$ cat src/rtl/id_ex_fwd_stage.sv
// ---------------------------------------------------------------------------
// id_ex_fwd_stage
//
// ID/EX pipeline register with EX-stage operand forwarding.
//
// The register captures the decoded instruction (operands, immediate,
// register numbers, ALU control) on every rising edge unless stalled or
// flushed. The ALU operands are then chosen combinationally from the
// registered register data, the EX/MEM result or the MEM/WB data. That choice
// depends on the registered source register numbers and on the live
// write-back candidates.
//
// Configuration macro:
//   FWD_EN  - when defined, forwarding from EX/MEM and MEM/WB is compiled in.
//             When undefined, the operands come only from registered data or
//             the immediate, fwd_a_o/fwd_b_o read 00 and the exmem_*/memwb_*
//             inputs are ignored.
//
// Ports:
//   clk_i, rst_i            clock, asynchronous active-low reset
//   stall_i, flush_i        hold the stage / load a bubble (flush wins)
//   valid_i                 ID-side instruction is real
//   rs_data_i, rt_data_i    register-file read data
//   imm_i                   sign-extended immediate
//   rs_addr_i, rt_addr_i,
//   rd_addr_i               source and destination register numbers
//   alu_ctrl_i, alu_src_i   ALU op code, immediate select for operand B
//   reg_write_i             instruction writes rd
//   exmem_regwrite_i, exmem_rd_i, exmem_result_i   EX/MEM write-back candidate
//   memwb_regwrite_i, memwb_rd_i, memwb_data_i     MEM/WB write-back candidate
//   src1_o, src2_o          ALU operands
//   ctrl_o                  ALU op code
//   valid_o, reg_write_o    stage valid, write enable qualified by valid
//   rd_o                    destination register
//   fwd_a_o, fwd_b_o        forward select: 00 register, 10 EX/MEM, 01 MEM/WB
// ---------------------------------------------------------------------------
module id_ex_fwd_stage #(
  parameter int DATA_W = 32,
  parameter int REG_AW = 5
) (
  input  logic              clk_i,
  input  logic              rst_i,
  input  logic              stall_i,
  input  logic              flush_i,
  input  logic              valid_i,
  input  logic [DATA_W-1:0] rs_data_i,
  input  logic [DATA_W-1:0] rt_data_i,
  input  logic [DATA_W-1:0] imm_i,
  input  logic [REG_AW-1:0] rs_addr_i,
  input  logic [REG_AW-1:0] rt_addr_i,
  input  logic [REG_AW-1:0] rd_addr_i,
  input  logic [3:0]        alu_ctrl_i,
  input  logic              alu_src_i,
  input  logic              reg_write_i,
  input  logic              exmem_regwrite_i,
  input  logic [REG_AW-1:0] exmem_rd_i,
  input  logic [DATA_W-1:0] exmem_result_i,
  input  logic              memwb_regwrite_i,
  input  logic [REG_AW-1:0] memwb_rd_i,
  input  logic [DATA_W-1:0] memwb_data_i,
  output logic [DATA_W-1:0] src1_o,
  output logic [DATA_W-1:0] src2_o,
  output logic [3:0]        ctrl_o,
  output logic              valid_o,
  output logic              reg_write_o,
  output logic [REG_AW-1:0] rd_o,
  output logic [1:0]        fwd_a_o,
  output logic [1:0]        fwd_b_o
);

  localparam logic [1:0] SEL_REG   = 2'b00;
  localparam logic [1:0] SEL_EXMEM = 2'b10;
  localparam logic [1:0] SEL_MEMWB = 2'b01;

  // Registered stage contents
  logic              ex_valid;
  logic              ex_reg_write;
  logic [3:0]        ex_ctrl;
  logic              ex_alu_src;
  logic [REG_AW-1:0] ex_rs_addr;
  logic [REG_AW-1:0] ex_rt_addr;
  logic [REG_AW-1:0] ex_rd_addr;
  logic [DATA_W-1:0] ex_rs_data;
  logic [DATA_W-1:0] ex_rt_data;
  logic [DATA_W-1:0] ex_imm;

  logic [1:0]        fwd_a;
  logic [1:0]        fwd_b;
  logic [DATA_W-1:0] op_a;
  logic [DATA_W-1:0] op_b;

  // Stage register: reset and flush clear everything, stall holds, otherwise capture
  always_ff @(posedge clk_i or negedge rst_i) begin
    if (!rst_i) begin
      ex_valid     <= 1'b0;
      ex_reg_write <= 1'b0;
      ex_ctrl      <= 4'b0000;
      ex_alu_src   <= 1'b0;
      ex_rs_addr   <= '0;
      ex_rt_addr   <= '0;
      ex_rd_addr   <= '0;
      ex_rs_data   <= '0;
      ex_rt_data   <= '0;
      ex_imm       <= '0;
    end else if (flush_i) begin
      // Flush outranks stall so a squashed instruction never lingers
      ex_valid     <= 1'b0;
      ex_reg_write <= 1'b0;
      ex_ctrl      <= 4'b0000;
      ex_alu_src   <= 1'b0;
      ex_rs_addr   <= '0;
      ex_rt_addr   <= '0;
      ex_rd_addr   <= '0;
      ex_rs_data   <= '0;
      ex_rt_data   <= '0;
      ex_imm       <= '0;
    end else if (!stall_i) begin
      ex_valid     <= valid_i;
      ex_reg_write <= reg_write_i;
      ex_ctrl      <= alu_ctrl_i;
      ex_alu_src   <= alu_src_i;
      ex_rs_addr   <= rs_addr_i;
      ex_rt_addr   <= rt_addr_i;
      ex_rd_addr   <= rd_addr_i;
      ex_rs_data   <= rs_data_i;
      ex_rt_data   <= rt_data_i;
      ex_imm       <= imm_i;
    end
  end

`ifdef FWD_EN
  // Forward-select decode; EX/MEM is checked first so the younger result wins,
  // and register 0 is excluded because its value is hard-wired
  always_comb begin
    fwd_a = SEL_REG;
    fwd_b = SEL_REG;
    if (exmem_regwrite_i && (exmem_rd_i != '0) && (exmem_rd_i == ex_rs_addr)) begin
      fwd_a = SEL_EXMEM;
    end else if (memwb_regwrite_i && (memwb_rd_i != '0) && (memwb_rd_i == ex_rs_addr)) begin
      fwd_a = SEL_MEMWB;
    end else begin
      fwd_a = SEL_REG;
    end
    if (exmem_regwrite_i && (exmem_rd_i != '0) && (exmem_rd_i == ex_rt_addr)) begin
      fwd_b = SEL_EXMEM;
    end else if (memwb_regwrite_i && (memwb_rd_i != '0) && (memwb_rd_i == ex_rt_addr)) begin
      fwd_b = SEL_MEMWB;
    end else begin
      fwd_b = SEL_REG;
    end
  end

  // Operand muxes driven by the forward selects
  always_comb begin
    op_a = ex_rs_data;
    op_b = ex_rt_data;
    case (fwd_a)
      SEL_EXMEM: op_a = exmem_result_i;
      SEL_MEMWB: op_a = memwb_data_i;
      default:   op_a = ex_rs_data;
    endcase
    case (fwd_b)
      SEL_EXMEM: op_b = exmem_result_i;
      SEL_MEMWB: op_b = memwb_data_i;
      default:   op_b = ex_rt_data;
    endcase
  end
`else
  // Forwarding compiled out: operands come straight from the stage register
  logic unused_fwd_inputs;
  assign unused_fwd_inputs = ^{exmem_regwrite_i, exmem_rd_i, exmem_result_i,
                               memwb_regwrite_i, memwb_rd_i, memwb_data_i};
  assign fwd_a = SEL_REG;
  assign fwd_b = SEL_REG;
  assign op_a  = ex_rs_data;
  assign op_b  = ex_rt_data;
`endif

  // The immediate replaces operand B; fwd_b is still reported for visibility
  always_comb begin
    if (ex_alu_src) begin
      src2_o = ex_imm;
    end else begin
      src2_o = op_b;
    end
  end

  assign src1_o      = op_a;
  assign ctrl_o      = ex_ctrl;
  assign valid_o     = ex_valid;
  assign reg_write_o = ex_reg_write & ex_valid;
  assign rd_o        = ex_rd_addr;
  assign fwd_a_o     = fwd_a;
  assign fwd_b_o     = fwd_b;

endmodule

$ cat config.mk
export PLATFORM = sky130hd
export DESIGN_NAME = id_ex_fwd_stage
export DESIGN_NICKNAME = d
export VERILOG_FILES = /design/src/rtl/id_ex_fwd_stage.sv
export SDC_FILE = /design/constraint.sdc
export NUM_CORES = 1
export LEC_CHECK = 0
export CORE_MARGIN = 1
export CORE_UTILIZATION = 35
export CTS_CLUSTER_SIZE = 16
export DETAILED_ROUTE_END_ITERATION = 6
export PLACE_DENSITY_LB_ADDON = 0.12
export SLEW_MARGIN = 15
export SYNTH_ARGS = -nofsm -noshare
export SYNTH_HDL_FRONTEND = slang
export SYNTH_SLANG_ARGS = --single-unit
$ cat constraint.sdc
create_clock -name clk_i -period 1.3 [get_ports clk_i]
set_clock_uncertainty 0.15 [all_clocks]
set_input_delay 0.195 -clock clk_i [delete_from_list [all_inputs] [get_ports clk_i]]
set_output_delay 0.195 -clock clk_i [all_outputs]
set_load 0.02 [all_outputs]
==> results.md, run 1 <==
* Final hold violation count at 0
* Violated checks: setup timing
* Sw frac at around 25%
* Synth Register Bits at 108
* Detailed Route Iter0 Violations at around 140
* Maximum VDD drop at 0.523 mV
* Synth area leader: dfrtp_1
* Crit-path cells: buf_6, clkbuf_16, mux2_4, buf_6
* Final core utilization at 55.6%
* Total number of vias at approximately 3500
* CP max FO at 4
* Seq pwr share at a little under half
* Clock Power Share at about a third
* Total of max-cap violations at 0
* Ys flop type: dfrtp_1
* Top cell type's share of synthesized area at 56.7%
* Setup WS post-layout at -545 ps
* 1st-pass router iterations at 4
* CP startpoint kind: register
* Sequential fraction of the synthesis area at a little under three fifths
* Critical path capture point type: primary output
* Final ANT Viol Nets at 0
* Most used cell, CP: buf_6
* Leak pwr at around 3.7 nW
* Area growth syn-to-layout at 54.4%
* Fin Hold WS at 9.74 ps
* FFs w/ async S/R, synth at 100%
* CP arrival at 1500 ps
* Clock sinks at roughly 110
* Max Clk Rate at around 0.54 GHz
* Clock-pin transition on the worst setup and hold timing paths at 70 ps
* Psw at a little over 2 mW
* Core Area at 13200 um2
* Post-layout min period at between 1500 and 2000 ps
* Final GP Congestion at around 0.8
* Total power divided by cell area at between 1000 and 1500 nW/um2
* Synth warn at 0
* Synth Instances at 390
* Int Power at 5.99 mW
* Die area at approximately 14000 um2
* Final instance area at 7360 um2
* DIE HEIGHT at roughly 120 um
* Pin count of the biggest net entering global routing at 37
* Overall die width at 119 um
* Ports at 277
* FILL cells at ~1100
* Crit path kind: register to primary output
* Reg2reg setup slack at roughly 140 ps
* Vias in the first global route at roughly 3800
* Most instantiated cells after synthesis: dfrtp_1, mux2i_1, nor2_1
* CP max stage cell: dfrtp_2
* Fraction of layout cells with a size suffix above 1 at between 20 and 30%
* Mapped cell area at between 4000 and 5000 um2
* Number of buffers added on ports at around 190
* Mapped Avg Cell Area at roughly 12 um2
* Slew Viols, Final at 0
* Area contributors post-synth: dfrtp_1, mux2i_1, nor2_1, mux2_2, buf_4
* Effective utilization at floorplan at roughly 36%
* Post-Route WL at ~12 mm
* Area after DPL at just over 7000 um2
* Worst hold path type: input port to register
* Drt via density at roughly 4.5
* Antenna violations before repair at 0
* Library cells used by synthesis at 12
* # DRC at 0
* Core Rows at 42
* Crit share post-route at 142%
* WP data required at around 950 ps
* Logic pwr share at approximately a fifth
* Clock Latency Late Sink at 340 ps
* Status: finished with violations
* Crit path max-delay family: buffers and inverters
* First-pass GRT wire length at between 20 and 25 mm
* Peak per-stage delay on the critical path at approximately 430 ps
* RSZ-0062 raised after global routing: yes
* Grt ovf at 0
* Nets at 791
* Gr usage total at about a fifth
* CTS tree: done
* Total CTS buffers at 9
* Wire per inst at around 16 um
* HPWL Detailed at between 8 and 9 mm
* WP buf/inv at 3
* Diodes inserted at 0
* Root Buffer: clkbuf_16
* CTS H-tree lvls at 3
* EDFF count, synth at 0
* Final Setup Violations at 34
* Clock Tree Buf Depth at 2
-- final cells by class --
cell class	instances	area, um2	share of cell area [%]
clock inverter	4	51.3	0.697
tap	176	220	2.99
timing repair buffer	221	2160	29.4
multi-input combinational	253	1990	27.0
sequential	108	2700	36.7
clock buffer	10	239	3.24
-- layout by cell type (no fill, tap or decap) --
cell type	Yosys	routed
buf_12	0	12
clkinv_4	0	1
mux2_2	32	1
clkinvlp_4	0	1
dfrtp_2	0	1
nor2_1	108	108
bufinv_16	0	1
dlygate4sd3_1	0	1
clkdlybuf4s50_1	0	108
and2_4	0	1
clkbuf_16	0	10
buf_4	14	18
dfrtp_1	108	107
clkinv_2	0	1
buf_2	5	41
mux2_4	0	31
buf_6	1	39
clkbuf_8	0	1
mux2i_1	108	108
buf_16	0	1
conb_1	1	4
-- worst paths after layout --
check,depth (start not counted),from,end
max in group asynchronous,3,rst_i,ex_alu_src
min in group asynchronous,2,rst_i,ex_rt_data[8]
worst max register to register,4,ex_alu_src,ex_alu_src
worst min register to register,2,src1_o[10],src1_o[10]
worst max-delay path,4,ex_alu_src,src2_o[6]
worst min-delay path,2,flush_i,ex_rt_data[14]
-- kinds of logic (layout without fill, tap and decap cells) --
kind of cell	after synthesis	after routing	synth area share, %
buf+inv	32	235	4.38
flops	108	108	56.7
mux	140	140	30.2
other cells	1	4	0.0786
simple gates	109	109	8.63
-- state kept, by name, indices dropped and copies added, names as in the netlist --
| signal | flops |
|---|---|
| ex_imm | 32 |
| ex_rt_data | 32 |
| src1_o | 32 |
| rd_o | 5 |
| ctrl_o | 4 |
| ex_alu_src | 1 |
| ex_reg_write | 1 |
| valid_o | 1 |
-- stage by stage --
| stage | setup WS (ps) | power, mW | instances | TNS (ps) |
|---|---|---|---|---|
| after global placement | -532 | 5.34 | 749 | -15830 |
| after detailed placement | -553 | 5.36 | 749 | -16140 |
| final | -545 | 8.03 | 772 | -16330 |
| after floorplan | -3.25 | 4.49 | 393 | -70.1 |
| after CTS | -560 | 8.12 | 770 | -17600 |
| after global routing | -581 | 8.39 | 772 | -17590 |
-- power by group through the flow --
stage	Clock, mW	Sequential [mW]	Combinational [mW]
after floorplan	0	3.78	0.710
after global placement	0	3.73	1.61
after detailed placement	0	3.73	1.64
after CTS	2.82	3.66	1.64
after global routing	2.94	3.68	1.76
final	2.74	3.66	1.64
-- what timing repair did --
action,in CTS,in global routing
hold buffers,1,0
pin swaps,0,0
endpoints found under the hold margin,108,0
buffers inserted,4,2
setup endpoints to repair,75,33
cloned,2,1
gates resized for setup,368,9
-- per-layer routing --
metal | vias to the layer above | track usage [%] | wire (um)
met4 | 0 | 8.07 | 228
met1 | 1669 | 25.1 | 5790
li1 | 1697 | - | -
met2 | 124 | 27.9 | 5530
met5 | - | 0 | 0
met3 | 15 | 5.41 | 863
No activity file was read; power rests on OpenSTA's default activity.
==> run 2, diff against run 1 <==
Settings changed: SKIP_CTS_REPAIR_TIMING from default to 1.
==> results.md, run 2 (synthesis results as in run 1) <==
* First-pass GRT wire length at 19.7 mm (was 20.3 mm)
* Reg2reg setup slack at 100 ps (was 140 ps)
* Crit path max-delay family: buffers and inverters (unchanged)
* Pin count of the biggest net entering global routing at 37 (unchanged)
* Grt ovf at 0 (unchanged)
* WP buf/inv at 3 (unchanged)
* Number of buffers added on ports at 186 (unchanged)
* Clock sinks at 108 (unchanged)
* Diodes inserted at 0 (unchanged)
* Crit. Startpoint: ex_alu_src (unchanged)
* Int Power at 5.98 mW (was 5.99 mW)
* Peak per-stage delay on the critical path at 440 ps (was 430 ps)
* Setup WS post-layout at -592 ps (was -545 ps)
* CP startpoint kind: register (unchanged)
* Nets at 787 (was 791)
* Sw frac at 25.4% (about the same)
* Place WS at -553 ps (unchanged)
* Crit-path cells: buf_12, clkbuf_16, mux2_4, buf_6 (was buf_6, clkbuf_16, mux2_4, buf_6)
* Slew Viols, Final at 0 (unchanged)
* Effective utilization at floorplan at 36.0% (unchanged)
* Vias in the first global route at 3709 (was 3756)
* Psw at 2.03 mW (was 2.04 mW)
* Final hold violation count at 0 (unchanged)
* Seq pwr share at 45.7% (was 45.5%)
* Detailed Route Iter0 Violations at 158 (was 141)
* Placed Instances at 749 (unchanged)
* Logic pwr share at 20.3% (was 20.4%)
* Most frequent cells in the layout: mux2i_1, nor2_1, clkdlybuf4s50_1, dfrtp_1, clkbuf_2 (was mux2i_1, nor2_1, clkdlybuf4s50_1, dfrtp_1, buf_2)
* Critical path endpoint: src2_o[16] (was src2_o[6])
* HPWL Detailed at 8.53 mm (unchanged)
* Status: finished with violations (unchanged)
* Crit path kind: register to primary output (unchanged)
* Final core utilization at 55.5% (was 55.6%)
* Antenna violations before repair at 0 (unchanged)
* Critical path capture point type: primary output (unchanged)
* # DRC at 0 (unchanged)
* Root Buffer: clkbuf_16 (unchanged)
* Gr usage total at 18.0% (was 18.7%)
* 1st-pass router iterations at 4 (unchanged)
* Clock Power Share at 34.0% (was 34.1%)
* Max Clk Rate at 0.529 GHz (was 0.542 GHz)
* Final Instance Count excl. Fillers at 768 (was 772)
* Post-layout min period at 1890 ps (was 1850 ps)
* Area after DPL at 7100 um2 (unchanged)
* Total CTS buffers at 9 (unchanged)
* Die area at 14100 um2 (unchanged)
* Clock Tree Buf Depth at 2 (unchanged)
* Maximum VDD drop at 0.524 mV (was 0.523 mV)
* Total number of vias at 3512 (was 3505)
* Leak pwr at 3.75 nW (about the same)
* Post-Route WL at 12.3 mm (was 12.4 mm)
* DIE HEIGHT at 119 um (unchanged)
* CP max stage cell: dfrtp_2 (unchanged)
* CTS tree: done (unchanged)
* FILL cells at 1143 (was 1148)
* Final instance area at 7350 um2 (was 7360 um2)
* Final ANT Viol Nets at 0 (unchanged)
* CP arrival at 1550 ps (was 1500 ps)
* Total power divided by cell area at 1090 nW/um2 (about the same)
* Core Area at 13200 um2 (unchanged)
* Drt via density at 4.57 (was 4.54)
* Worst flop-to-flop path startpoint: ex_alu_src (unchanged)
* WP data required at 950 ps (about the same)
* Violated checks: setup timing (unchanged)
* Core Rows at 42 (unchanged)
* Clock-pin transition on the worst setup and hold timing paths at 70 ps (about the same)
* Wire per inst at 16.1 um (about the same)
* CP max FO at 8 (was 4)
* Ports at 277 (unchanged)
* Stages on the worst setup path at 4 (unchanged)
* Area growth syn-to-layout at 54.2% (was 54.4%)
* Final GP Congestion at 0.803 (unchanged)
* Fraction of layout cells with a size suffix above 1 at 25.7% (was 26.8%)
* Clock Latency Late Sink at 340 ps (about the same)
* R2R cell count at 4 (unchanged)
* Final Setup Violations at 33 (was 34)
* Worst r2r dst: ex_alu_src (unchanged)
* Overall die width at 119 um (unchanged)
* RSZ-0062 raised after global routing: yes (unchanged)
* CTS H-tree lvls at 3 (unchanged)
* Worst hold path type: input port to register (unchanged)
* Crit share post-route at 146% (was 142%)
* Total of max-cap violations at 0 (unchanged)
* Setup TNS at -17610 ps (was -16330 ps)
## run 2: changes by cell type in the layout (fill, tap and decap cells not counted)
cell / change
and2_4: -1
clkbuf_16: +2
buf_12: +1
dlymetal6s2s_1: +3
and2_1: +1
buf_4: -2
buf_6: -6
buf_16: -1
buf_2: -39
clkbuf_2: +38
## run 2: metrics by stage
| step | hold slack, ps | power (mW) |
|---|---|---|
| after global placement | -40.4 | 5.34 |
| after detailed placement | -41.5 | 5.36 |
| after floorplan | -251 | 4.49 |
| after CTS | -419 | 8.12 |
| final | 7.35 | 8.02 |
| after global routing | 13.9 | 8.37 |
## run 2: layout make-up
| cell class | count | area [um2] | share of cell area (%) |
|---|---|---|---|
| clock buffer | 10 | 239 | 3.25 |
| clock inverter | 4 | 51.3 | 0.698 |
| multi-input combinational | 253 | 1980 | 27.0 |
| sequential | 108 | 2700 | 36.8 |
| tap | 176 | 220 | 2.99 |
| timing repair buffer | 217 | 2160 | 29.3 |
## run 2: worst reg2reg max path, cell delays in order (launching register included)
cell       delay, ps
dfrtp_2          440
buf_12           160
clkbuf_16        170
mux2i_1          140
nor2_1            50
## run 2: worst min-delay path by stage
stage	from	end	slack, ps	cells past startpoint
floorplan	rst_i	ctrl_o[0]	-250	0
global placement	rst_i	ex_rt_data[8]	-40	1
detailed placement	rst_i	ex_rt_data[8]	-40	1
CTS	rst_i	ex_rt_data[8]	-420	1
global route	flush_i	ex_rt_data[14]	10	2
finish	flush_i	ex_rt_data[5]	7	2
## run 2: layer usage
| layer | up-vias | GRT usage [%] | share of wire [%] |
|---|---|---|---|
| met5 | - | 0 | 0 |
| met4 | 0 | 8.07 | 1.9 |
| met3 | 15 | 5.45 | 6.7 |
| met2 | 120 | 26.4 | 45 |
| met1 | 1687 | 24.5 | 47 |
| li1 | 1690 | - | - |
## run 2: power by group through the flow
stage / clock network [mW] / logic (mW) / registers (mW)
after detailed placement: 0 / 1.64 / 3.73
after global routing: 2.93 / 1.75 / 3.68
after CTS: 2.82 / 1.64 / 3.66
final: 2.73 / 1.63 / 3.66
after floorplan: 0 / 0.710 / 3.78
after global placement: 0 / 1.61 / 3.73
==> run 3, diff against run 2 <==
Settings changed: CORE_MARGIN 1 to default.
==> results of run 3 <==
Same layout as run 2: the final DEF is identical, and so are final timing and power.
